===== config.mk =====
export PLATFORM = sky130hd
export DESIGN_NAME = a2d_intf
export DESIGN_NICKNAME = d
export VERILOG_FILES = /design/src/rtl/a2d_pkg.sv /design/src/rtl/a2d_intf_spi_mstr16.sv /design/src/rtl/a2d_intf.sv
export SDC_FILE = /design/constraint.sdc
export NUM_CORES = 1
export LEC_CHECK = 0
export ABC_AREA = 0
export ABC_CLOCK_PERIOD_IN_PS = 5700
export CAP_MARGIN = 5
export CORE_ASPECT_RATIO = 0.5
export CORE_MARGIN = 2
export CORE_UTILIZATION = 55
export CTS_CLUSTER_DIAMETER = 120
export DETAILED_ROUTE_END_ITERATION = 10
export GPL_TIMING_DRIVEN = 1
export PLACE_DENSITY = 0.77
export SLEW_MARGIN = 20
export SYNTH_ARGS = -nofsm -noshare
export SYNTH_HDL_FRONTEND = slang
export SYNTH_SLANG_ARGS = --single-unit

===== constraint.sdc =====
create_clock -name clk -period 5.7 [get_ports clk]
set_input_delay 0.57 -clock clk [delete_from_list [all_inputs] [get_ports clk]]
set_output_delay 0.57 -clock clk [all_outputs]
set_load 0.02 [all_outputs]

===== src/rtl/a2d_pkg.sv =====
// a2d_pkg: shared types and constants for the A2D conversion interface.
// Build option: define A2D_INV_RES_EN to present the inverted ADC code on res.
package a2d_pkg;

  typedef enum logic [2:0] {
    IDLE,
    XFER1,
    GAP,
    XFER2,
    DONE
  } a2d_state_t;

  localparam logic [1:0] A2D_FRAME_PAD = 2'b00;
  localparam logic [4:0] SCLK_LOAD     = 5'b10111;
  localparam int         FRAME_BITS    = 16;

  // Channel-select frame sent to the ADC: pad, channel, then zero fill.
  function automatic logic [15:0] a2d_cmd_frame(input logic [2:0] ch);
    return {A2D_FRAME_PAD, ch, 11'h000};
  endfunction

endpackage


===== src/rtl/a2d_intf_spi_mstr16.sv =====
// spi_mstr16: 16-bit SPI master. SCLK idles high, the ADC samples MOSI on
// SCLK rise, MISO is captured on SCLK rise and shifted in on SCLK fall.
// The first fall (end of the front porch) is not a shift, and the 16th
// half-period ends the frame without a 17th fall. SCLK_DIV_W must be >= 4.
module spi_mstr16
  import a2d_pkg::*;
#(
  parameter int SCLK_DIV_W = 5
) (
  input  logic        clk,
  input  logic        rst_n,
  input  logic        wrt,
  input  logic [15:0] cmd,
  output logic        done,
  output logic [15:0] rd_data,
  output logic        SS_n,
  output logic        SCLK,
  output logic        MOSI,
  input  logic        MISO
);

  localparam logic [SCLK_DIV_W-1:0] DIV_ONE  = SCLK_DIV_W'(1);
  localparam logic [SCLK_DIV_W-1:0] DIV_MAX  = '1;
  localparam logic [SCLK_DIV_W-1:0] DIV_LAST = DIV_MAX - DIV_ONE;
  localparam logic [SCLK_DIV_W-1:0] DIV_RISE = DIV_MAX >> 1;
  localparam logic [SCLK_DIV_W-1:0] DIV_LOAD = DIV_MAX - SCLK_DIV_W'(5'd31 - SCLK_LOAD);
  localparam logic [4:0]            LAST_RISE = 5'(FRAME_BITS);

  logic [SCLK_DIV_W-1:0] div;
  logic [15:0]           shreg;
  logic [4:0]            rise_cnt;
  logic                  miso_hold;
  logic                  first_fall;
  logic                  ss_n_r;
  logic                  done_r;

  // Frame sequencing: divider, MISO capture on rise, shift on fall, frame end.
  always_ff @(posedge clk or negedge rst_n) begin
    if (!rst_n) begin
      ss_n_r     <= 1'b1;
      div        <= '0;
      shreg      <= '0;
      rise_cnt   <= '0;
      miso_hold  <= 1'b0;
      first_fall <= 1'b0;
      done_r     <= 1'b0;
    end else begin
      done_r <= 1'b0;
      if (ss_n_r) begin
        if (wrt) begin
          ss_n_r     <= 1'b0;
          div        <= DIV_LOAD;
          shreg      <= cmd;
          rise_cnt   <= '0;
          first_fall <= 1'b1;
        end
      end else begin
        div <= div + DIV_ONE;
        if (div == DIV_RISE) begin
          miso_hold <= MISO;
          rise_cnt  <= rise_cnt + 5'd1;
        end
        if ((rise_cnt == LAST_RISE) && (div == DIV_LAST)) begin
          shreg  <= {shreg[14:0], miso_hold};
          ss_n_r <= 1'b1;
          done_r <= 1'b1;
        end else if (div == DIV_MAX) begin
          if (first_fall) begin
            first_fall <= 1'b0;
          end else begin
            shreg <= {shreg[14:0], miso_hold};
          end
        end
      end
    end
  end

  assign SS_n    = ss_n_r;
  assign SCLK    = ss_n_r | div[SCLK_DIV_W-1];
  assign MOSI    = shreg[15];
  assign rd_data = shreg;
  assign done    = done_r;

endmodule


===== src/rtl/a2d_intf.sv =====
// a2d_intf: conversion handshake responder. One strt_cnv runs two SPI frames
// (channel select, then sample read) and presents the 12-bit result on res
// with cnv_cmplt as a level until the next accepted request.
// Build option: A2D_INV_RES_EN inverts the presented code for the IR front end.
module a2d_intf
  import a2d_pkg::*;
#(
  parameter int SCLK_DIV_W = 5,
  parameter int GAP_CLKS   = 2
) (
  input  logic        clk,
  input  logic        rst_n,
  input  logic        strt_cnv,
  input  logic [2:0]  chnnl,
  output logic        cnv_cmplt,
  output logic [11:0] res,
  output logic        SS_n,
  output logic        SCLK,
  output logic        MOSI,
  input  logic        MISO
);

  // The gap counter starts at 2 because SS_n has already been high for one
  // clk when the done pulse is seen, and wrt lands one clk later still.
  localparam logic [7:0] GAP_LIMIT = 8'(GAP_CLKS);
  localparam logic [7:0] GAP_ENTRY = 8'd2;

  a2d_state_t  state;
  a2d_state_t  nxt_state;
  logic [2:0]  chnl_lat;
  logic [7:0]  gap_cnt;
  logic        gap_go;
  logic        wrt;
  logic [15:0] cmd;
  logic        spi_done;
  logic [15:0] rx_data;
  logic [11:0] res_next;
  logic        unused_rx_hi;

  assign gap_go       = (gap_cnt >= GAP_LIMIT);
  assign unused_rx_hi = ^rx_data[15:12];

`ifdef A2D_INV_RES_EN
  assign res_next = ~rx_data[11:0];
`else
  assign res_next = rx_data[11:0];
`endif

  spi_mstr16 #(
    .SCLK_DIV_W(SCLK_DIV_W)
  ) u_spi (
    .clk    (clk),
    .rst_n  (rst_n),
    .wrt    (wrt),
    .cmd    (cmd),
    .done   (spi_done),
    .rd_data(rx_data),
    .SS_n   (SS_n),
    .SCLK   (SCLK),
    .MOSI   (MOSI),
    .MISO   (MISO)
  );

  // State register.
  always_ff @(posedge clk or negedge rst_n) begin
    if (!rst_n) begin
      state <= IDLE;
    end else begin
      state <= nxt_state;
    end
  end

  // Next-state: two frames separated by the gap, then one clk in DONE.
  always_comb begin
    nxt_state = state;
    case (state)
      IDLE:    if (strt_cnv) nxt_state = XFER1;
      XFER1:   if (spi_done) nxt_state = GAP;
      GAP:     if (gap_go)   nxt_state = XFER2;
      XFER2:   if (spi_done) nxt_state = DONE;
      DONE:    nxt_state = IDLE;
      default: nxt_state = IDLE;
    endcase
  end

  // Frame launch: first frame starts on the accepting edge, second after the gap.
  always_comb begin
    wrt = 1'b0;
    cmd = a2d_cmd_frame(chnl_lat);
    case (state)
      IDLE: begin
        wrt = strt_cnv;
        cmd = a2d_cmd_frame(chnnl);
      end
      GAP:     wrt = gap_go;
      default: wrt = 1'b0;
    endcase
  end

  // Channel latch and inter-frame gap counter.
  always_ff @(posedge clk or negedge rst_n) begin
    if (!rst_n) begin
      chnl_lat <= '0;
      gap_cnt  <= '0;
    end else begin
      if ((state == IDLE) && strt_cnv) begin
        chnl_lat <= chnnl;
      end
      if ((state == XFER1) && spi_done) begin
        gap_cnt <= GAP_ENTRY;
      end else if (state == GAP) begin
        gap_cnt <= gap_cnt + 8'd1;
      end
    end
  end

  // Result and completion flag update together as the second frame finishes.
  always_ff @(posedge clk or negedge rst_n) begin
    if (!rst_n) begin
      cnv_cmplt <= 1'b0;
      res       <= '0;
    end else begin
      if ((state == IDLE) && strt_cnv) begin
        cnv_cmplt <= 1'b0;
      end else if ((state == XFER2) && spi_done) begin
        cnv_cmplt <= 1'b1;
        res       <= res_next;
      end
    end
  end

endmodule


==> flow_metrics.tcl <==
set metrics [dict create \
    status "complete, no violations" \
    synth_warnings 0 \
    grt_pass1_wl_um 7710 \
    finish.utilization_pct 68.1 \
    rsz0062_at_grt "no" \
    drc 0 \
    antenna_cells 0 \
    drtPass1Iterations 4 \
    nNetsFinal 246 \
    max-cap-violations 0 \
    io_pins 23 \
    synth_cells 204 \
    syn_nets 219 \
    clkSlewWorstSetupHoldPaths_ps 70 \
    finalHoldViolCount 0 \
    cp_max_fo 15 \
    core_sq_mm 0.00442 \
    drtAntennaViolNets 0 \
    gp_congestion 0.821 \
    netlist_area_sq_mm 0.00254 \
    die_w_um 100 \
    clkSinkCount 57 \
    p_leak_uw 0.00143 \
    ys_types 41 \
    synth_edf_count 0 \
    clock_skew_ps 8.38 \
    clock.fmax_mhz 376 \
    postCtsSetupBuffers 0 \
    vias 1649 \
    cts_resized 0 \
    synth_area_leaders "dfrtp_1 (55%), mux2_2 (7.5%), a22o_1 (4.5%)" \
    final_cell_mix "dfrtp_1 (56), clkdlybuf4s50_1 (21), nor2_1 (17), mux2_2 (17), a22o_1 (13)" \
    finalSetupViolCount 0 \
    arrival_ps 2090 \
    grt_max_degree 58 \
    required_ps 5130 \
    cts-hold-fix-buffers 0 \
    row_count 17 \
    cts_tree "built" \
    syn_area_per_cell_sq_um 12.5 \
    timing_worst_setup_path_type "reg -> out" \
    async_reset_ff_share_pct 100 \
    synth_area_leader_cell "dfrtp_1" \
    port_buffers 22 \
    ys_ff_latch 57 \
    ys.flop_type "dfrtp_1" \
    critPathLaunchType "flip-flop" \
    hold_class "in -> async" \
    grt_pass1_vias 1642 \
    cts_root_buffer "clkbuf_8" \
    r2r_slack_ps 3070 \
    synth.top_cell.area_share_pct 55.1 \
    tns_ps 0 \
    p_per_area_mw_per_mm2 272 \
    antenna_found_initial 0 \
    syn_to_final_growth_pct 18.5 \
    worst_pin_slew_ps 997 \
    peakVddDrop_mv 0.182 \
    h-tree-depth 3 \
    cts_made_buffers 9 \
    fin_crit_sh_pct 46.6 \
    n_fill_cell 339 \
    routed_wl_um 4450 \
    cts_buffer_depth 2 \
    routed_via_density 5.63 \
    start_util_pct 57.5 \
    relSlewSlack_pct 33.3 \
    r2r-end "u_spi.rd_data[13]" \
    drive_gt1_share_pct 19.5 \
    wl_per_cell_um 15.2 \
    slew_violations 0 \
    fp.dieH_um 52.1 \
    grt-ovfl-total 0 \
    die-area_sq_mm 0.00522 \
    drt_iter0_drc 87 \
    r2r-start "gap_cnt[0]" \
    dp_hpwl_um 2940 \
    seq_area_frac_synth_pct 56.2 \
    track_usage_pct 19.8 \
    endpoint_kind "output pin" \
    period_needed_ps 2660 \
    r2r_cells 6 \
    final_common_cell "dfrtp_1" \
    clk_latency_ps 330 \
]
## layer usage
layer | vias to the layer above | routed length [um] | track usage [%]
li1 | 787 | - | -
met1 | 828 | 2180 | 25.8
met2 | 26 | 2070 | 30.5
met3 | 8 | 139 | 7.66
met4 | 0 | 65 | 7.31
met5 | - | 0 | 0
## registers in the layout, summed over array words and instances (netlist names)
register,count
u_spi.miso_hold,1
state,3
u_spi.SS_n,1
cnv_cmplt,1
chnl_lat,3
u_spi.rd_data,16
res,12
u_spi.done,1
u_spi.div,5
u_spi.first_fall,1
gap_cnt,8
u_spi.rise_cnt,5
## worst max-delay path by stage
stage | from | endpoint | slack, ps | cells after the start
3_3_place_gp | gap_cnt[0] | u_spi.rd_data[11] | 3160 | 6
2_1_floorplan | gap_cnt[0] | u_spi.rd_data[11] | 3480 | 6
6_report | u_spi.SS_n | SCLK | 3040 | 3
3_5_place_dp | gap_cnt[0] | u_spi.rd_data[13] | 3110 | 6
5_1_grt | gap_cnt[0] | u_spi.rd_data[11] | 2920 | 6
4_1_cts | u_spi.SS_n | SCLK | 3030 | 3
## kinds of logic after synthesis
kind of cell	synth area share, %
AND/OR/NAND/NOR	12.7
AO/OA/AOI/OAI	11.4
multiplexers	10.5
XOR/XNOR	3.10
adder cells (fa/ha/maj)	3.94
buffers and inverters	2.26
flip-flops	56.2
## synthesized netlist by cell type (all sizes together), types with 3 or more instances
master and instances:
a21oi 7, a22o 13, and3 5, clkbuf 5, dfrtp 56, ha 8
inv 5, mux2 20, mux2i 3, nand2 10, nand4 9, nor2 17
nor3 3, o21ai 3, xor2 9
## power by group
part | leakage (uW) | internal (uW) | switching [uW] | total, uW
Sequential | 0.000741 | 405 | 0 | 405
Combinational | 0.000586 | 3.83 | 8.49 | 12.3
Clock | 0.000106 | 244 | 158 | 402
## final cells by class
cell class | count | area [sq um] | area share [%]
tap | 57 | 71.3 | 2.37
clock inverter | 6 | 82.6 | 2.74
inverter | 6 | 22.5 | 0.748
timing repair buffer | 23 | 223 | 7.40
multi-input combinational | 134 | 1060 | 35.1
clock buffer | 10 | 128 | 4.24
sequential | 57 | 1430 | 47.4
## worst max-delay path, cell delays in order, from the launching register on
cell,delay (ps)
dfstp_2,700
clkinv_1,310
nand2_1,140
clkdlybuf4s50_1,610
## metrics by stage
| stage | setup WS, ps | total power, uW | hold WS, ps | cells | cell area [sq um] |
|---|---|---|---|---|---|
| 2_1_floorplan | 3480 | 412 | 274 | 204 | 2540 |
| 3_3_place_gp | 3160 | 425 | 477 | 277 | 2800 |
| 3_5_place_dp | 3110 | 425 | 487 | 277 | 2800 |
| 4_1_cts | 3030 | 826 | 390 | 293 | 3010 |
| 5_1_grt | 2920 | 843 | 425 | 293 | 3010 |
| 6_report | 3040 | 818 | 372 | 293 | 3010 |
No activity file was read; power rests on OpenSTA's default activity.
